### src/rtl/game_defs.sv
// Shared key codes, event codes and state encodings for the 1A2B game front end.
// core_fsm reuses the commit/submit event codes from here.
package game_defs;

    localparam logic [3:0] KEY_BKSP   = 4'd10;
    localparam logic [3:0] KEY_MODE   = 4'd11;
    localparam logic [3:0] KEY_COMMIT = 4'd12;
    localparam logic [3:0] KEY_SUBMIT = 4'd13;
    localparam logic [3:0] KEY_CLEAR  = 4'd14;

    localparam logic [2:0] EV_NONE   = 3'd0;
    localparam logic [2:0] EV_DIGIT  = 3'd1;
    localparam logic [2:0] EV_REJECT = 3'd2;
    localparam logic [2:0] EV_BKSP   = 3'd3;
    localparam logic [2:0] EV_CLEAR  = 3'd4;
    localparam logic [2:0] EV_COMMIT = 3'd5;
    localparam logic [2:0] EV_SUBMIT = 3'd6;

    localparam logic [3:0]  BLANK_NIBBLE = 4'hF;
    localparam logic [15:0] BLANK_ENTRY  = {4{BLANK_NIBBLE}};

    typedef enum logic [1:0] {
        DB_RELEASED,
        DB_ARMING,
        DB_HELD,
        DB_RELEASING
    } db_state_e;

    typedef enum logic [1:0] {
        EN_EMPTY,
        EN_ENTRY,
        EN_FULL,
        EN_COMMITTED
    } entry_state_e;

    // Blank nibbles never match because digits are limited to 0-9.
    function automatic logic has_digit(input logic [15:0] value, input logic [3:0] digit);
        logic found;
        found = 1'b0;
        for (int i = 0; i < 4; i++) begin
            if (value[i*4 +: 4] == digit) found = 1'b1;
        end
        return found;
    endfunction

endpackage

### src/rtl/key_debounce.sv
// Turns the scanner's level key report into a single registered event per press.
// A press needs DEBOUNCE identical samples; a release needs DEBOUNCE low samples.
module key_debounce
    import game_defs::*;
#(
    parameter int unsigned DEBOUNCE = 4
) (
    input  logic       clk,
    input  logic       rst,
    input  logic       key_raw_valid,
    input  logic [3:0] key_raw_code,
    output logic       key_ev,
    output logic [3:0] key_code
);

    localparam logic [3:0] DB_MAX = 4'(DEBOUNCE);

    db_state_e  state_q, state_d;
    logic [3:0] cnt_q, cnt_d;
    logic [3:0] code_q, code_d;
    logic       ev_q, ev_d;

    always_ff @(posedge clk) begin
        if (rst) begin
            state_q <= DB_RELEASED;
            cnt_q   <= 4'd0;
            code_q  <= 4'd0;
            ev_q    <= 1'b0;
        end else begin
            state_q <= state_d;
            cnt_q   <= cnt_d;
            code_q  <= code_d;
            ev_q    <= ev_d;
        end
    end

    always_comb begin
        state_d = state_q;
        cnt_d   = cnt_q;
        code_d  = code_q;
        ev_d    = 1'b0;
        case (state_q)
            DB_RELEASED: begin
                if (key_raw_valid) begin
                    code_d  = key_raw_code;
                    cnt_d   = 4'd1;
                    state_d = DB_ARMING;
                end
            end
            DB_ARMING: begin
                if (!key_raw_valid) begin
                    state_d = DB_RELEASED;
                end else if (key_raw_code != code_q) begin
                    code_d = key_raw_code;
                    cnt_d  = 4'd1;
                end else begin
                    cnt_d = cnt_q + 4'd1;
                end
            end
            DB_HELD: begin
                if (!key_raw_valid) begin
                    cnt_d   = 4'd1;
                    state_d = DB_RELEASING;
                end
            end
            DB_RELEASING: begin
                if (key_raw_valid) begin
                    state_d = DB_HELD;
                end else begin
                    cnt_d = cnt_q + 4'd1;
                end
            end
            default: state_d = DB_RELEASED;
        endcase

        // Threshold checks share one place so DEBOUNCE=1 fires on the first sample.
        if (state_d == DB_ARMING && cnt_d >= DB_MAX) begin
            state_d = DB_HELD;
            ev_d    = 1'b1;
        end else if (state_d == DB_RELEASING && cnt_d >= DB_MAX) begin
            state_d = DB_RELEASED;
        end
    end

    assign key_ev   = ev_q;
    assign key_code = code_q;

endmodule

### src/rtl/key_entry_ctrl.sv
// Keypad front end: debounced key events build a 4-digit BCD entry and
// produce the event code, entry value and display mode consumed by core_fsm.
module key_entry_ctrl
    import game_defs::*;
#(
    parameter int unsigned DEBOUNCE = 4,
    parameter int unsigned NO_DUP   = 1
) (
    input  logic        clk,
    input  logic        rst,
    input  logic        key_raw_valid,
    input  logic [3:0]  key_raw_code,
    input  logic        off,
    output logic        pressed,
    output logic [2:0]  key_in_state,
    output logic [15:0] value_out,
    output logic [1:0]  key_in_mode
);

    logic       db_ev;
    logic [3:0] db_code;

    key_debounce #(
        .DEBOUNCE(DEBOUNCE)
    ) u_debounce (
        .clk          (clk),
        .rst          (rst),
        .key_raw_valid(key_raw_valid),
        .key_raw_code (key_raw_code),
        .key_ev       (db_ev),
        .key_code     (db_code)
    );

    entry_state_e state_q, state_d;
    logic [2:0]   count_q, count_d;
    logic [15:0]  value_q, value_d;
    logic [1:0]   mode_q, mode_d;
    logic         pressed_q, pressed_d;
    logic [2:0]   ev_code_q, ev_code_d;
    logic         submit_q, submit_d;

    always_ff @(posedge clk) begin
        if (rst) begin
            state_q   <= EN_EMPTY;
            count_q   <= 3'd0;
            value_q   <= BLANK_ENTRY;
            mode_q    <= 2'd0;
            pressed_q <= 1'b0;
            ev_code_q <= EV_NONE;
            submit_q  <= 1'b0;
        end else begin
            state_q   <= state_d;
            count_q   <= count_d;
            value_q   <= value_d;
            mode_q    <= mode_d;
            pressed_q <= pressed_d;
            ev_code_q <= ev_code_d;
            submit_q  <= submit_d;
        end
    end

    always_comb begin
        state_d   = state_q;
        count_d   = count_q;
        value_d   = value_q;
        mode_d    = mode_q;
        pressed_d = db_ev;
        ev_code_d = EV_NONE;
        submit_d  = 1'b0;

        // A submitted entry stays visible for the code-6 cycle, then blanks here.
        if (submit_q) begin
            state_d = EN_EMPTY;
            count_d = 3'd0;
            value_d = BLANK_ENTRY;
        end

        if (db_ev && !off) begin
            if (db_code <= 4'd9) begin
                if ((state_d == EN_EMPTY || state_d == EN_ENTRY) &&
                    !(NO_DUP != 0 && has_digit(value_d, db_code))) begin
                    value_d   = {value_d[11:0], db_code};
                    count_d   = count_d + 3'd1;
                    state_d   = (count_d == 3'd4) ? EN_FULL : EN_ENTRY;
                    ev_code_d = EV_DIGIT;
                end else begin
                    ev_code_d = EV_REJECT;
                end
            end else begin
                case (db_code)
                    KEY_BKSP: begin
                        if (count_d != 3'd0 && state_d != EN_COMMITTED) begin
                            value_d   = {BLANK_NIBBLE, value_d[15:4]};
                            count_d   = count_d - 3'd1;
                            state_d   = (count_d == 3'd0) ? EN_EMPTY : EN_ENTRY;
                            ev_code_d = EV_BKSP;
                        end else begin
                            ev_code_d = EV_REJECT;
                        end
                    end
                    KEY_MODE: mode_d = (mode_q == 2'd2) ? 2'd0 : mode_q + 2'd1;
                    KEY_COMMIT: begin
                        if (state_d == EN_FULL) begin
                            state_d   = EN_COMMITTED;
                            ev_code_d = EV_COMMIT;
                        end else begin
                            ev_code_d = EV_REJECT;
                        end
                    end
                    KEY_SUBMIT: begin
                        if (state_d == EN_COMMITTED) begin
                            submit_d  = 1'b1;
                            ev_code_d = EV_SUBMIT;
                        end else begin
                            ev_code_d = EV_REJECT;
                        end
                    end
                    KEY_CLEAR: begin
                        state_d   = EN_EMPTY;
                        count_d   = 3'd0;
                        value_d   = BLANK_ENTRY;
                        ev_code_d = EV_CLEAR;
                    end
                    default: ev_code_d = EV_NONE;
                endcase
            end
        end
    end

    assign pressed      = pressed_q;
    assign key_in_state = ev_code_q;
    assign value_out    = value_q;
    assign key_in_mode  = mode_q;

endmodule

### config.mk
export PLATFORM = sky130hd
export DESIGN_NAME = key_entry_ctrl
export DESIGN_NICKNAME = d
export VERILOG_FILES = /design/src/rtl/game_defs.sv /design/src/rtl/key_debounce.sv /design/src/rtl/key_entry_ctrl.sv
export SDC_FILE = /design/constraint.sdc
export NUM_CORES = 1
export LEC_CHECK = 0
export BUFFER_PORTS_ARGS = -buffer_cell sky130_fd_sc_hd__buf_2
export CAP_MARGIN = 10
export CORE_AREA = 2 2 74 76
export CTS_CLUSTER_SIZE = 8
export DETAILED_ROUTE_END_ITERATION = 8
export DIE_AREA = 0 0 76 78
export GPL_TIMING_DRIVEN = 0
export PLACE_DENSITY = 0.77
export SYNTH_ARGS = -nofsm -noshare
export SYNTH_HDL_FRONTEND = slang
export SYNTH_SLANG_ARGS = --single-unit
### constraint.sdc
create_clock -name clk -period 2.6 [get_ports clk]
set_input_delay 0 -clock clk [delete_from_list [all_inputs] [get_ports clk]]
set_output_delay 0 -clock clk [all_outputs]
set_load 0.01 [all_outputs]
# == After elaboration in Yosys (flattened, before gate mapping) ==
# Cells that the tools add are included.
# op_classes
add_sub_neg,4
multipliers,0
n_div,0
magnitude_cmp,2
eq_ne,24
shift,0
muxes,53
bitwise_logic,3
reduce_logical,18
# op_table
cell,count
16-bit two-way mux,5
4-bit two-way mux,8
16-bit one-hot mux with 2 select lines,1
2-bit two-way mux,15
3-bit two-way mux,8
"4-bit == test, second input constant",5
4-bit == test,4
4-bit one-hot mux with 4 select lines,1
"2-bit == test, second input constant",6
3-bit one-hot mux with 4 select lines,1
1-bit two-way mux,10
2-bit one-hot mux with 4 select lines,1
4-bit one-hot mux with 2 select lines,1
"2-bit by 1-bit == test with 1-bit output, second input constant",3
"2-bit != test, second input constant",3
2-bit one-hot mux with 3 select lines,1
3-bit one-hot mux with 2 select lines,1
1-bit logical AND,5
"4-bit by 1-bit adder with 4-bit output, second input constant",1
"4-bit by 3-bit >= comparator with 1-bit output, second input constant",1
"4-bit less-or-equal comparator, second input constant",1
2-bit zero test,2
4-bit != test,1
4-bit AND reduction,1
other kinds (15),18
# totals
regBits,39
latchBits,0
ramBits,0
rom_bits,0
output_inout_bits,22
word_cells,116
mem_count,0

# == Longest topological paths before layout ==
# logic_depth
ltp_word,13
ltp_mapped,13

# == By module ==
# Synthesis repeated with hierarchy kept, for this count alone.
# hier_totals
cells_unflattened,342
hier_area_um2,2733.9
# by_module_without_submodules
module,instances,cells_per_inst,area_each_um2,seq_area_each_um2
key_entry_ctrl,1,266,2063.2,560.5
key_debounce,1,76,670.6,220.2

# == Least setup slack after synthesis ==
# Ideal clock, no wire load.
# synth_timing
kind,register to register
from,reg submit_q
to,reg count_q[2]
setup_ps,86
arrival_ps,2694
required_ps,2514
setup_slack_ps,-180
path_stages_with_launch,14
path_buffers,4
synth_period_minus_slack_ps,2780
cell_sequence,dfxtp_1 -> buf_2 -> buf_2 -> buf_1 -> nor2b_1 -> inv_1 -> ha_1 -> ha_1 -> or3_1 -> clkbuf_1 -> or4_1 -> o21ai_0 -> a21oi_1 -> a211oi_1
# synth_between
elab_chain_len,13
elab_cells_between_ends,28
# synth_lines
item,line_no,rtl
"start, declared",key_entry_ctrl.sv:40,"logic submit_q, submit_d;"
"start signal, assigned",key_entry_ctrl.sv:58,submit_q <= submit_d;
16-bit two-way mux,key_entry_ctrl.sv:72,if (submit_q) begin
4-bit == test,game_defs.sv:41,if (value[i*4 +: 4] == digit) found = 1'b1;
1-bit two-way mux (4 in a row),game_defs.sv:41,
1-bit two-way mux,key_entry_ctrl.sv:79,if (db_code <= 4'd9) begin
1-bit two-way mux,key_entry_ctrl.sv:78,if (db_ev && !off) begin
1-bit zero test,key_entry_ctrl.sv:81,"!(NO_DUP != 0 && has_digit(value_d, db_code))) begin"
1-bit logical AND,key_entry_ctrl.sv:80,if ((state_d == EN_EMPTY || state_d == EN_ENTRY) &&
3-bit two-way mux,key_entry_ctrl.sv:80,
3-bit two-way mux,key_entry_ctrl.sv:79,
3-bit two-way mux (*),key_entry_ctrl.sv:78,
"end signal, assigned",key_entry_ctrl.sv:53,count_q <= count_d;
"end, declared",key_entry_ctrl.sv:35,"logic [2:0] count_q, count_d;"
# Every way passes the cells marked *; elsewhere a longest branch is shown, timed or not. The select of a mux whose other input is x is not followed.
# A chain may end at the register's enable or synchronous reset.

# == Worst setup path after layout ==
# Ends and elaborated chain as after synthesis.

==> metrics.md <==
| Metric | Value |
|---|---|
| DP Area | about 0.0029 sq mm |
| Startpoint type of the worst setup path | flip-flop |
| Worst rel slew slack | 0.5340 |
| Synth unique cells | 56 |
| Final Hold Viols | 0 |
| Fin area | ~0.0030 sq mm |
| Post-place setup slack | -0.3041 ns |
| GRT Overall Usage | 0.2656 |
| LEAKAGE | 1.126 nW |
| I/O pins | 30 |
| Fin crit share | 0.9587 |
| Min Hold Slack | between 0.05 and 0.06 ns |
| Post-synth top cells | 47 x nor2_1, 39 x dfxtp_1, 27 x a21oi_1 |
| CP Launch Point | submit_q |
| DP HPWL | 5381 um |
| Reg clk slew, reported paths | 0.08 ns |
| Total of max-cap violations | 0 |
| RSZ-0062 raised after global routing | false |
| Most used flip-flop cell after synthesis | dfxtp_1 |
| Final ANT Viol Nets | 0 |
| Cell depth of the worst hold path | 4 |
| Clock Tree Root | clkbuf_8 |
| Placed Instances | 439 |
| DRT iter0 DRCs | approximately 410 |
| Grt ovf | 0 |
| TritonCTS Sinks | 39 |
| First-pass GRT wire length | 12730 um |
| Die Wd | ~76 um |
| Slack of the critical path | about 0.11 ns |
| Crit path kind | reg2reg |
| Initial antenna violation count | 0 |
| Largest net degree at the start of global routing | 29 |
| Most frequent cell after synthesis | nor2_1 |
| # setup viols final | 0 |
| Area leader, netlist | dfxtp_1 |
| CORE AREA | slightly above 0.005 sq mm |
| Worst IR Drop VDD | approximately 330 uV |
| Seq/Total Area, Yosys | 0.2983 |
| Multi-input logic area | 0.001719 sq mm |
| Share of layout cells above drive strength 1 | 0.1587 |
| Vias/cell | between 6 and 7 |
| Mean Syn Cell Area | slightly below 8 sq um |
| Die Y | 78 um |
| Syn. warnings | 0 |
| CTS Buf Count | 5 |
| ANT cells | 0 |
| Die area | roughly 0.006 sq mm |
| Number of global-route vias before repair | roughly 2600 |
| Yosys top cell area share | 0.2983 |
| Post-Synthesis Cell Area | 0.002618 sq mm |
| Worst-case reg-to-reg path depth | 10 |
| Crit Path Max Fanout | 28 |
| Hold path start | rst |
| Worst EP arrival | roughly 2.7 ns |
| WL final | roughly 7700 um |
| Status | complete, no violations |
| Post-CTS setup repair buffer count | 0 |
| Fillers | about 480 |
| Fin cells | ~450 |
| Drc violations | 0 |
| Clock latency on the worst-skew pair | around 0.30 ns |
| Fmax | 401.2 MHz |
| Clock Skews | approximately 0.011 ns |
| Std-Cell Rows | 26 |
| Cells after Synth | 340 |
| Nets | between 300 and 400 |
| P&R area growth vs syn | 15.11% |
| Critical Path RT | between 2 and 3 ns |
| Pwr Density | roughly 370 mW/mm^2 |
| Final Slew Violations | 0 |
| Async SR Flop Fraction | 0 |
| Initial cell density of the core | 0.5191 |
| Area contributors post-synth | dfxtp_1 30%, nor2_1 6.7%, a21oi_1 5.2%, o21ai_0 4.2%, ha_1 3.8% |
| Hold WC Path Type | in2reg |
| H-tree depth | 2 |
| Register area | 780.7 sq um |
| Critical R2R Launch | submit_q |
| Post-synth EDFFs | 0 |
| DRT Pass-1 Iters | 5 |
| #FFs+latches synth | 39 |
| Via count | 2864 |
| Gpl congestion | between 0.9 and 1 |
| Setup crit end kind | flip-flop |
| TritonCTS clock tree | done |
| Port Buffers | 29 |
| Least-Margin Pin Slew | 0.6943 ns |
| Clock Path Buffers | 2 |
| DR WL/cell | 17.20 um |
| Synth Net Count | around 360 |
| Min Tclk post-route | roughly 2.5 ns |
==> worst max-delay path, cell delays in order (launching register included) <==
cell and delay (ns):
dfxtp_1 0.34, buf_6 0.19, nor2b_4 0.16, inv_1 0.08
ha_1 0.19, ha_2 0.21, or3_4 0.42, or4_1 0.41
o21ai_0 0.09, a21oi_1 0.08, a211oi_2 0.21
==> what timing repair did <==
item / CTS / global route
endpoints found under the setup margin: 16 / 16
hold endpoints to repair: 4 / 0
hold buffers: 4 / 0
resized for setup: 5 / 4
pin swaps: 1 / 1
==> cell type report <==
type                       count  share of cell area
timing repair buffer          33             0.06146
inverter                      12             0.01495
clock buffer                   7             0.02533
sequential                    39              0.2591
multi-input combinational    265              0.5706
tap                           70             0.02907
clock inverter                 1            0.001661
buffer                        21             0.03779
==> metrics by stage <==
stage / power (mW) / setup TNS, ns / utilization
CTS: 1.117 / 0 / 0.5943
global placement: 0.7188 / -2.358 / 0.5692
global route: 1.156 / 0 / 0.5975
floorplan: 0.6917 / 0 / -
finish: 1.121 / 0 / 0.5975
detailed placement: 0.7206 / -2.937 / 0.5692
==> registers in the layout, summed over array words and instances (netlist names), 2 cells and up <==
register,count
u_debounce.key_code,4
u_debounce.state_q,2
count_q,3
value_out,16
key_in_mode,2
u_debounce.cnt_q,4
key_in_state,3
state_q,2
==> cells by family after synthesis <==
kind of cell / Yosys count / synth area share
simple gates: 132 / 0.2490
buf+inv: 36 / 0.06261
mux: 6 / 0.02772
fa+ha+maj: 8 / 0.03824
xor+xnor: 11 / 0.03681
flops: 39 / 0.2983
compound gates: 108 / 0.2873
==> cell usage in the layout (no fill, tap or decap), types with 4 or more instances in the layout <==
cell	count
nor2_1	46
dfxtp_1	39
buf_2	34
a21oi_1	26
o21ai_0	22
nand2_1	21
inv_1	12
clkbuf_1	12
nor3_1	11
nand3_1	10
nor2b_1	8
o211ai_1	8
a221o_1	8
xor2_1	7
ha_1	7
nand2b_1	6
o22ai_1	6
nor4_1	5
mux2i_1	5
clkbuf_8	5
xnor2_1	4
a32o_1	4
o311ai_1	4
dlygate4sd3_1	4
==> metal layers <==
metal | share of wire | vias up | wire [um] | GRT usage
li1 | - | 1342 | - | -
met1 | 0.42 | 1313 | 3252 | 0.3557
met2 | 0.46 | 182 | 3551 | 0.4348
met3 | 0.092 | 27 | 711 | 0.04419
met4 | 0.025 | 0 | 190 | 0.09091
met5 | 0 | - | 0 | 0
==> path summary, 6_finish.rpt <==
| kind | endpoint | slack [ns] |
|---|---|---|
| worst min-delay path | value_out[10] | 0.05 |
| worst max register to register | count_q[2] | 0.11 |
| worst min register to register | pressed | 0.48 |
| worst max-delay path | count_q[2] | 0.11 |
==> power breakdown <==
group	internal [mW]	switching (mW)	leakage, nW
registers	0.603	0.00719	0.316
clock network	0.188	0.217	0.0422
logic	0.0394	0.0662	0.767
total	0.830	0.290	1.13
Note: power is estimated with default switching activity, not from simulation.
